==> src/rtl/reg_wb_arbiter.sv <==
// Register-file write-back arbiter: two 2-entry result FIFOs (ALU, load unit), round-robin grant, registered write port.
// Define WB_BYPASS_EN to add the forwarding compare ports (fwd_addr_*/fwd_hit_*/fwd_data_*).
`timescale 1ns/1ps
module reg_wb_arbiter #(
  parameter int DATA_W = 32,
  parameter int ADDR_W = 5
) (
  input  logic              clk_i,
  input  logic              rst_i,
  input  logic              alu_valid_i,
  output logic              alu_ready_o,
  input  logic [ADDR_W-1:0] alu_addr_i,
  input  logic [DATA_W-1:0] alu_data_i,
  input  logic              mem_valid_i,
  output logic              mem_ready_o,
  input  logic [ADDR_W-1:0] mem_addr_i,
  input  logic [DATA_W-1:0] mem_data_i,
`ifdef WB_BYPASS_EN
  input  logic [ADDR_W-1:0] fwd_addr_a_i,
  input  logic [ADDR_W-1:0] fwd_addr_b_i,
  output logic              fwd_hit_a_o,
  output logic              fwd_hit_b_o,
  output logic [DATA_W-1:0] fwd_data_a_o,
  output logic [DATA_W-1:0] fwd_data_b_o,
`endif
  output logic              wr_en_o,
  output logic [ADDR_W-1:0] wr_addr_o,
  output logic [DATA_W-1:0] wr_data_o,
  output logic              busy_o
);

  typedef enum logic {
    SRC_ALU = 1'b0,
    SRC_MEM = 1'b1
  } src_e;

  logic [ADDR_W-1:0] alu_fifo_addr_q [2];
  logic [DATA_W-1:0] alu_fifo_data_q [2];
  logic              alu_wr_ptr_q, alu_wr_ptr_d;
  logic              alu_rd_ptr_q, alu_rd_ptr_d;
  logic [1:0]        alu_cnt_q, alu_cnt_d;

  logic [ADDR_W-1:0] mem_fifo_addr_q [2];
  logic [DATA_W-1:0] mem_fifo_data_q [2];
  logic              mem_wr_ptr_q, mem_wr_ptr_d;
  logic              mem_rd_ptr_q, mem_rd_ptr_d;
  logic [1:0]        mem_cnt_q, mem_cnt_d;

  src_e              last_grant_q, last_grant_d;
  logic              wr_en_q, wr_en_d;
  logic [ADDR_W-1:0] wr_addr_q, wr_addr_d;
  logic [DATA_W-1:0] wr_data_q, wr_data_d;

  logic              alu_push_s, mem_push_s;
  logic              alu_ne_s, mem_ne_s;
  logic              grant_alu_s, grant_mem_s;
  logic [ADDR_W-1:0] head_addr_s;
  logic [DATA_W-1:0] head_data_s;

  // Ready comes from the registered count only, so it never depends on this cycle's pop.
  assign alu_ready_o = (alu_cnt_q != 2'd2);
  assign mem_ready_o = (mem_cnt_q != 2'd2);
  assign alu_push_s  = alu_valid_i && alu_ready_o;
  assign mem_push_s  = mem_valid_i && mem_ready_o;
  assign alu_ne_s    = (alu_cnt_q != 2'd0);
  assign mem_ne_s    = (mem_cnt_q != 2'd0);

  always_comb begin
    alu_wr_ptr_d = alu_wr_ptr_q;
    alu_rd_ptr_d = alu_rd_ptr_q;
    alu_cnt_d    = alu_cnt_q;
    if (alu_push_s) begin
      alu_wr_ptr_d = ~alu_wr_ptr_q;
    end else begin
      alu_wr_ptr_d = alu_wr_ptr_q;
    end
    if (grant_alu_s) begin
      alu_rd_ptr_d = ~alu_rd_ptr_q;
    end else begin
      alu_rd_ptr_d = alu_rd_ptr_q;
    end
    case ({alu_push_s, grant_alu_s})
      2'b10:   alu_cnt_d = alu_cnt_q + 2'd1;
      2'b01:   alu_cnt_d = alu_cnt_q - 2'd1;
      default: alu_cnt_d = alu_cnt_q;
    endcase
  end

  always_comb begin
    mem_wr_ptr_d = mem_wr_ptr_q;
    mem_rd_ptr_d = mem_rd_ptr_q;
    mem_cnt_d    = mem_cnt_q;
    if (mem_push_s) begin
      mem_wr_ptr_d = ~mem_wr_ptr_q;
    end else begin
      mem_wr_ptr_d = mem_wr_ptr_q;
    end
    if (grant_mem_s) begin
      mem_rd_ptr_d = ~mem_rd_ptr_q;
    end else begin
      mem_rd_ptr_d = mem_rd_ptr_q;
    end
    case ({mem_push_s, grant_mem_s})
      2'b10:   mem_cnt_d = mem_cnt_q + 2'd1;
      2'b01:   mem_cnt_d = mem_cnt_q - 2'd1;
      default: mem_cnt_d = mem_cnt_q;
    endcase
  end

  // Round-robin: on a tie the source not granted last time wins; last_grant moves only on a grant.
  always_comb begin
    grant_alu_s  = 1'b0;
    grant_mem_s  = 1'b0;
    last_grant_d = last_grant_q;
    if (alu_ne_s && mem_ne_s) begin
      if (last_grant_q == SRC_ALU) begin
        grant_mem_s = 1'b1;
      end else begin
        grant_alu_s = 1'b1;
      end
    end else if (alu_ne_s) begin
      grant_alu_s = 1'b1;
    end else if (mem_ne_s) begin
      grant_mem_s = 1'b1;
    end else begin
      grant_alu_s = 1'b0;
      grant_mem_s = 1'b0;
    end
    if (grant_alu_s) begin
      last_grant_d = SRC_ALU;
    end else if (grant_mem_s) begin
      last_grant_d = SRC_MEM;
    end else begin
      last_grant_d = last_grant_q;
    end
  end

  // A granted head aimed at r0 is still popped, but never reaches the write port.
  always_comb begin
    head_addr_s = alu_fifo_addr_q[alu_rd_ptr_q];
    head_data_s = alu_fifo_data_q[alu_rd_ptr_q];
    if (grant_mem_s) begin
      head_addr_s = mem_fifo_addr_q[mem_rd_ptr_q];
      head_data_s = mem_fifo_data_q[mem_rd_ptr_q];
    end else begin
      head_addr_s = alu_fifo_addr_q[alu_rd_ptr_q];
      head_data_s = alu_fifo_data_q[alu_rd_ptr_q];
    end
    wr_en_d   = (grant_alu_s || grant_mem_s) && (head_addr_s != {ADDR_W{1'b0}});
    wr_addr_d = wr_addr_q;
    wr_data_d = wr_data_q;
    if (wr_en_d) begin
      wr_addr_d = head_addr_s;
      wr_data_d = head_data_s;
    end else begin
      wr_addr_d = wr_addr_q;
      wr_data_d = wr_data_q;
    end
  end

  always_ff @(posedge clk_i or posedge rst_i) begin
    if (rst_i) begin
      for (int i = 0; i < 2; i++) begin
        alu_fifo_addr_q[i] <= {ADDR_W{1'b0}};
        alu_fifo_data_q[i] <= {DATA_W{1'b0}};
        mem_fifo_addr_q[i] <= {ADDR_W{1'b0}};
        mem_fifo_data_q[i] <= {DATA_W{1'b0}};
      end
    end else begin
      if (alu_push_s) begin
        alu_fifo_addr_q[alu_wr_ptr_q] <= alu_addr_i;
        alu_fifo_data_q[alu_wr_ptr_q] <= alu_data_i;
      end
      if (mem_push_s) begin
        mem_fifo_addr_q[mem_wr_ptr_q] <= mem_addr_i;
        mem_fifo_data_q[mem_wr_ptr_q] <= mem_data_i;
      end
    end
  end

  // Reset starts last_grant at ALU so the first tie goes to the load unit.
  always_ff @(posedge clk_i or posedge rst_i) begin
    if (rst_i) begin
      alu_wr_ptr_q <= 1'b0;
      alu_rd_ptr_q <= 1'b0;
      alu_cnt_q    <= 2'd0;
      mem_wr_ptr_q <= 1'b0;
      mem_rd_ptr_q <= 1'b0;
      mem_cnt_q    <= 2'd0;
      last_grant_q <= SRC_ALU;
      wr_en_q      <= 1'b0;
      wr_addr_q    <= {ADDR_W{1'b0}};
      wr_data_q    <= {DATA_W{1'b0}};
    end else begin
      alu_wr_ptr_q <= alu_wr_ptr_d;
      alu_rd_ptr_q <= alu_rd_ptr_d;
      alu_cnt_q    <= alu_cnt_d;
      mem_wr_ptr_q <= mem_wr_ptr_d;
      mem_rd_ptr_q <= mem_rd_ptr_d;
      mem_cnt_q    <= mem_cnt_d;
      last_grant_q <= last_grant_d;
      wr_en_q      <= wr_en_d;
      wr_addr_q    <= wr_addr_d;
      wr_data_q    <= wr_data_d;
    end
  end

  assign wr_en_o   = wr_en_q;
  assign wr_addr_o = wr_addr_q;
  assign wr_data_o = wr_data_q;
  assign busy_o    = alu_ne_s || mem_ne_s || wr_en_q;

`ifdef WB_BYPASS_EN
  // Lets the consuming stage pick up the value being written this very cycle.
  assign fwd_hit_a_o  = wr_en_q && (wr_addr_q == fwd_addr_a_i) && (wr_addr_q != {ADDR_W{1'b0}});
  assign fwd_hit_b_o  = wr_en_q && (wr_addr_q == fwd_addr_b_i) && (wr_addr_q != {ADDR_W{1'b0}});
  assign fwd_data_a_o = wr_data_q;
  assign fwd_data_b_o = wr_data_q;
`endif

endmodule

==> config.mk <==
export PLATFORM = sky130hd
export DESIGN_NAME = reg_wb_arbiter
export DESIGN_NICKNAME = d
export VERILOG_FILES = /design/src/rtl/reg_wb_arbiter.sv
export SDC_FILE = /design/constraint.sdc
export NUM_CORES = 1
export LEC_CHECK = 0
export CAP_MARGIN = 30
export CELL_PAD_IN_SITES_DETAIL_PLACEMENT = 1
export CELL_PAD_IN_SITES_GLOBAL_PLACEMENT = 1
export CORE_ASPECT_RATIO = 0.9
export CORE_MARGIN = 4
export CORE_UTILIZATION = 49
export CTS_BUF_LIST = sky130_fd_sc_hd__clkbuf_8 sky130_fd_sc_hd__clkbuf_16
export CTS_CLUSTER_SIZE = 30
export DETAILED_ROUTE_END_ITERATION = 6
export GPL_ROUTABILITY_DRIVEN = 0
export PLACE_DENSITY = 0.95
export SYNTH_ARGS = -nofsm -noshare
export SYNTH_HDL_FRONTEND = slang
export SYNTH_SLANG_ARGS = --single-unit
==> constraint.sdc <==
create_clock -name clk_i -period 17.05 [get_ports clk_i]
set_input_delay 2.5575 -clock clk_i [delete_from_list [all_inputs] [get_ports clk_i]]
set_output_delay 2.5575 -clock clk_i [all_outputs]
set_load 0.01 [all_outputs]
==> qor.yml, run 1 <==
crit_buf_inv: 1
die-width_um: 148.6
whs_endpoint: "mem_fifo_data_q[57]$_DFFE_PP0P_"
final_cell_mix: "dfrtp_1 (193), mux2_2 (157), clkdlybuf4s50_1 (118)"
cts_buffers: 17
crit_type: "reg -> out"
start_kind: "flop"
clock_latency_ps: 440
grt_pass1_wl_um: 35550
vias_per_cell: 5.482
endpoint_kind: "output port"
io_pins: 119
maxSlewHeadroom_pct: 39.70
crit_family: "simple AND/OR/NAND/NOR gates"
drc: 0
power_frac_seq_pct: 36.6
period_share_pct: 27.71
worst_pin_slew_ps: 904.6
p_leak_uw: 0.004810
grt_usage_pct: 23.05
antenna_left: 0
p_sw_share_pct: 34.21
fin_crit_ps: 4724
dpl_cell_area_um2: 10190
first_pass_iters: 4
synth_top_flop_cell: "dfrtp_1"
setup_tns_ps: 0
max_stage_delay_ps: 610
crit_slowest_cell: "nor4_2"
intPower_uw: 1567
place_hpwl_um: 14730
path_cells: "nor4_2 -> nand2b_1 -> clkdlybuf4s50_1"
pwr_density_cell_nw_per_um2: 221.2
routedWlPerCell_um: 23.39
dp_slack_ps: 12340
reg2reg_slack_ps: 14130
worst_slack_ps: 12330
fin_worst_skew_ps: 13.52
reg2reg_to: "wr_data_o[16]$_DFFE_PP0P_"
clockBufferDepth: 2
utilization_pct: 62.72
final_area_um2: 10770
first_iter_violations: 243
initial_utilization_pct: 50.75
setup_viol: 0
num_vias: 5142
grt_pass1_vias: 6216
clkPwrFrac_pct: 16.6
p_sw_uw: 815.0
num_antenna_cells: 0
final_nets: 770
slew_viol_final: 0
fmax_mhz: 211.7
crit_cells: 3
crit_required_ps: 14490
postSynthAreaPerCell_um2: 15.24
synth-edff-count: 0
drv_cap: 0
whs_path_depth: 1
reg2regPathDepth: 6
syn-cell-area_um2: 8716
h-tree-depth: 4
cts_resized: 0
drive_above_1_share_pct: 34.28
grt_max_degree: 132
cts_hold_buf: 0
clkSinkCount: 195
layout_commonest_cell: "dfrtp_1"
ys_ff_latch: 195
routed_wl_um: 21940
antenna_found_initial: 0
ys_seq_area_share_pct: 55.99
synthCells: 572
syn_nets: 652
hold_path_class: "reg -> reg"
pwr-share-comb_pct: 46.8
finalPower_uw: 2382
synth_warnings: 0
hold_viol: 0
root_buffer: "clkbuf_16"
vdd_drop_max_mv: 0.1141
ys_async_sr_fraction_pct: 100.0
min_from: "mem_fifo_data_q[57]$_DFFE_PP0P_"
synth_cell_types: 34
gr-total-overflow: 0
std_cell_rows: 45
syn_to_final_growth_pct: 23.59
numPortBuffers: 118
worst_setup_hold_path_clk_slew_ps: 70
fp.dieH_um: 134.5
grt_setup_unrepaired: "no"
outcome: "completed"
die_area_um2: 19990
post_cts.repair.setup_buffers: 0
worstPathMaxFanout: 7
arrival_ps: 2170
cts_tree: "built"
reg2reg_from: "alu_cnt_q[0]$_DFFE_PP0P_"
core_area_um2: 17170
[final cells by class]
| class | count | area [µm²] |
|---|---|---|
| Clock inverter | 14 | 140.1 |
| Multi-Input combinational cell | 345 | 3676 |
| Tap cell | 235 | 294.0 |
| Sequential cell | 195 | 4882 |
| Timing Repair Buffer | 128 | 1321 |
| Clock buffer | 18 | 439.2 |
| Inverter | 3 | 18.77 |
| Fill cell | 1544 | 6401 |
[routing by layer]
metal	global-route usage (%)	vias to the layer above	wire, µm
li1	-	2299	-
met1	28.49	2702	9213
met2	40.77	107	11530
met3	4.195	34	730
met4	8.004	0	474
met5	0	-	0
[sequential cells by signal, summed over array words and instances, names as in the netlist, 2 cells and up]
name             flops
mem_cnt_q            2
alu_cnt_q            2
wr_data_o           32
mem_fifo_addr_q     10
mem_fifo_data_q     64
alu_fifo_addr_q     10
alu_fifo_data_q     64
wr_addr_o            5
[power groups by stage]
stage	Clock, µW	Sequential (µW)	Combinational [µW]
after floorplan	0	838	789
after global placement	0	839	1030
after detailed placement	0	874	1110
after CTS	402	873	1130
after global routing	425	901	1200
final	395	872	1120
[through the flow]
step                instances  hold WS, ps
finish                    938        506.9
global placement          902        483.4
floorplan                 572        460.9
detailed placement        906        493.0
CTS                       938        509.9
global route              938        519.2
[cells in the mapped netlist, types with 2 or more instances]
| cell | number | area (µm²) |
|---|---|---|
| ha_1 | 2 | 25.02 |
| buf_2 | 22 | 110.1 |
| buf_4 | 2 | 15.01 |
| or2_2 | 3 | 18.77 |
| dfrtp_1 | 195 | 4880 |
| buf_6 | 3 | 33.78 |
| nor2_1 | 6 | 22.52 |
| nand2b_1 | 5 | 31.28 |
| mux2_4 | 28 | 420.4 |
| xnor2_1 | 6 | 52.55 |
| or4_1 | 3 | 22.52 |
| nand2_1 | 6 | 22.52 |
| mux2_2 | 157 | 1768 |
| mux2i_1 | 106 | 1061 |
| xor2_1 | 3 | 26.28 |
| o22ai_2 | 2 | 25.02 |
| a21o_1 | 2 | 15.01 |
| nand3_1 | 2 | 10.01 |
| inv_1 | 3 | 11.26 |
| a21oi_1 | 2 | 10.01 |
[how the worst max path moves through the flow]
stage                             start                         endpoint
2_1_floorplan                     rst_i         alu_cnt_q[0]$_DFFE_PP0P_
3_3_place_gp                mem_valid_i   mem_fifo_data_q[3]$_DFFE_PP0P_
3_5_place_dp                      rst_i  mem_fifo_data_q[57]$_DFFE_PP0P_
4_1_cts        alu_cnt_q[0]$_DFFE_PP0P_                           busy_o
5_1_grt        alu_cnt_q[0]$_DFFE_PP0P_                           busy_o
6_report       alu_cnt_q[0]$_DFFE_PP0P_                           busy_o
[cell families after synthesis]
family | count (synthesis) | synth area share (%)
and+or+nand+nor | 29 | 1.823
DFF | 195 | 55.99
muxes | 291 | 37.28
AOI/OAI and AO/OA | 14 | 1.680
xor gates and xnor gates | 9 | 0.9044
adders and majority gates | 2 | 0.2871
buffers and inverters | 32 | 2.038
Power figures use the tool's default switching activity.
==> run 2: changes to the inputs <==
CORE_UTILIZATION = 41   (was 49)
PLACE_DENSITY = 0.86   (was 0.95)
clock period = 4.15 ns   (was 17.05 ns; I/O delays follow)
==> run 2 against run 1 <==
  * Die area grew 18%
  * Register-to-register slack lost 13000 ps
  * Cell area grew 1.5%
  * Total power grew to 4.1 times the previous value
  * Sequential power grew to 4.2 times the previous value
  * Clock power grew to 4.4 times the previous value
  * Flip-flop and latch count is the same
  * Hold slack lost 66 ps
  * Clock skew shrank 2.9 ps
  * Critical path type unchanged
  * Highest routed layer unchanged
  * Via count shrank 1.1%
  * Sequential share of layout area shrank 0.66 points
  * Wire length shrank 4.5%
==> qor.yml, run 2 (synthesis results as in run 1) <==
fin_worst_skew_ps: 10.62
grt_pass1_wl_um: 34630
cts_buffers: 17
grt_usage_pct: 18.70
die-width_um: 161.7
clock_latency_ps: 430
crit_slowest_cell: "nor4_2"
place_hpwl_um: 14490
num_antenna_cells: 0
drv_cap: 0
numPortBuffers: 118
cts_hold_buf: 0
slew_viol_final: 0
routedWlPerCell_um: 21.13
pwr_density_cell_nw_per_um2: 894.7
crit_family: "simple AND/OR/NAND/NOR gates"
grt_pass1_vias: 5985
period_share_pct: 68.55
crit_required_ps: 3530
layout_commonest_cell: "dfrtp_1"
vdd_drop_max_mv: 0.3721
io_pins: 119
syn_to_final_growth_pct: 25.42
start_kind: "flop"
dpl_cell_area_um2: 10310
fmax_mhz: 351.5
setup_viol: 0
cts_resized: 0
worst_pin_slew_ps: 740.0
p_leak_uw: 0.004845
final_nets: 773
root_buffer: "clkbuf_16"
num_vias: 5086
hold_viol: 0
regArea_um2: 4882
grt_setup_unrepaired: "no"
fin_crit_ps: 2845
setup_tns_ps: 0
path_cells: "nor4_2 -> nand2b_1 -> clkdlybuf4s50_1"
maxSlewHeadroom_pct: 50.26
max_stage_delay_ps: 710
antenna_found_initial: 0
outcome: "completed"
final_area_um2: 10930
worstPathMaxFanout: 6
fillCellCount: 2006
core_area_um2: 20830
multi_input_area_um2: 3676
drc: 0
first_iter_violations: 141
clkSinkCount: 195
initial_utilization_pct: 41.84
h-tree-depth: 4
vias_per_cell: 5.127
arrival_ps: 2220
final_cell_mix: "dfrtp_1 (193), mux2_2 (157), clkdlybuf4s50_1 (118)"
crit_buf_inv: 1
crit_type: "reg -> out"
grt_max_degree: 68
worst_setup_hold_path_clk_slew_ps: 80
gr-total-overflow: 0
post_cts.repair.setup_buffers: 0
endpoint_kind: "output port"
cts_tree: "built"
routed_wl_um: 20960
fp.dieH_um: 146.3
clockBufferDepth: 2
first_pass_iters: 4
die_area_um2: 23660
antenna_left: 0
std_cell_rows: 50
drive_above_1_share_pct: 34.84
hold_path_class: "in -> async"
run 2: cell count changes in the layout (fill, tap and decap cells not counted), sizes merged:
cell    delta
bufinv     +1
clkinv     -2
buf        +3
inv        +2
clkbuf     -1
run 2: worst paths after layout:
| path | from | endpoint | slack [ps] | depth (start not counted) |
|---|---|---|---|---|
| max | mem_cnt_q[0]$_DFFE_PP0P_ | busy_o | 1310 | 3 |
| min | rst_i | mem_fifo_addr_q[4]$_DFFE_PP0P_ | 440 | 2 |
| max reg2reg | mem_cnt_q[0]$_DFFE_PP0P_ | mem_cnt_q[1]$_DFFE_PP0P_ | 1370 | 7 |
| min reg2reg | alu_fifo_data_q[0]$_DFFE_PP0P_ | alu_fifo_data_q[0]$_DFFE_PP0P_ | 510 | 1 |
| max in group asynchronous | rst_i | mem_fifo_data_q[30]$_DFFE_PP0P_ | 2840 | 4 |
| min in group clk_i | alu_fifo_data_q[0]$_DFFE_PP0P_ | alu_fifo_data_q[0]$_DFFE_PP0P_ | 510 | 1 |
run 2: worst register-to-register path, stage by stage, from the launching register on:
cell,delay (ps)
dfrtp_1,470
or2_2,380
nand2_2,530
buf_4,490
inv_1,200
ha_1,360
nor2_1,140
xor2_1,150
run 2: cell type report:
type                       count  area share, %
tap                          286          3.273
timing repair buffer         131          12.64
clock buffer                  17          3.892
clock inverter                15          1.774
inverter                       3         0.1373
multi-input combinational    345          33.63
sequential                   195          44.66
run 2: per-stage QoR:
stage               instances  hold slack [ps]  utilization (%)  power, µW  worst slack, ps
detailed placement        960            489.5            49.50       8074             1395
CTS                       992            430.9            52.47       9905             1219
global route              992            437.7            52.47      10410             1175
floorplan                 572            460.9                -       6684             1009
finish                    992            441.2            52.47       9781             1305
global placement          956            482.6            49.05       7693             1441
run 2: metal layers:
metal  global-route usage [%]  vias to the layer above  part of all wire (%)
met5                        0                        -                     0
met4                    4.820                        0                   1.1
met3                    3.218                       15                   2.9
met2                    32.96                       94                    53
met1                    23.98                     2666                    43
li1                         -                     2311                     -
run 2: report_power, final:
group / switching [µW] / total, µW / internal (µW)
logic: 1810 / 4410 / 2600
registers: 690 / 3620 / 2930
clock network: 783 / 1750 / 968
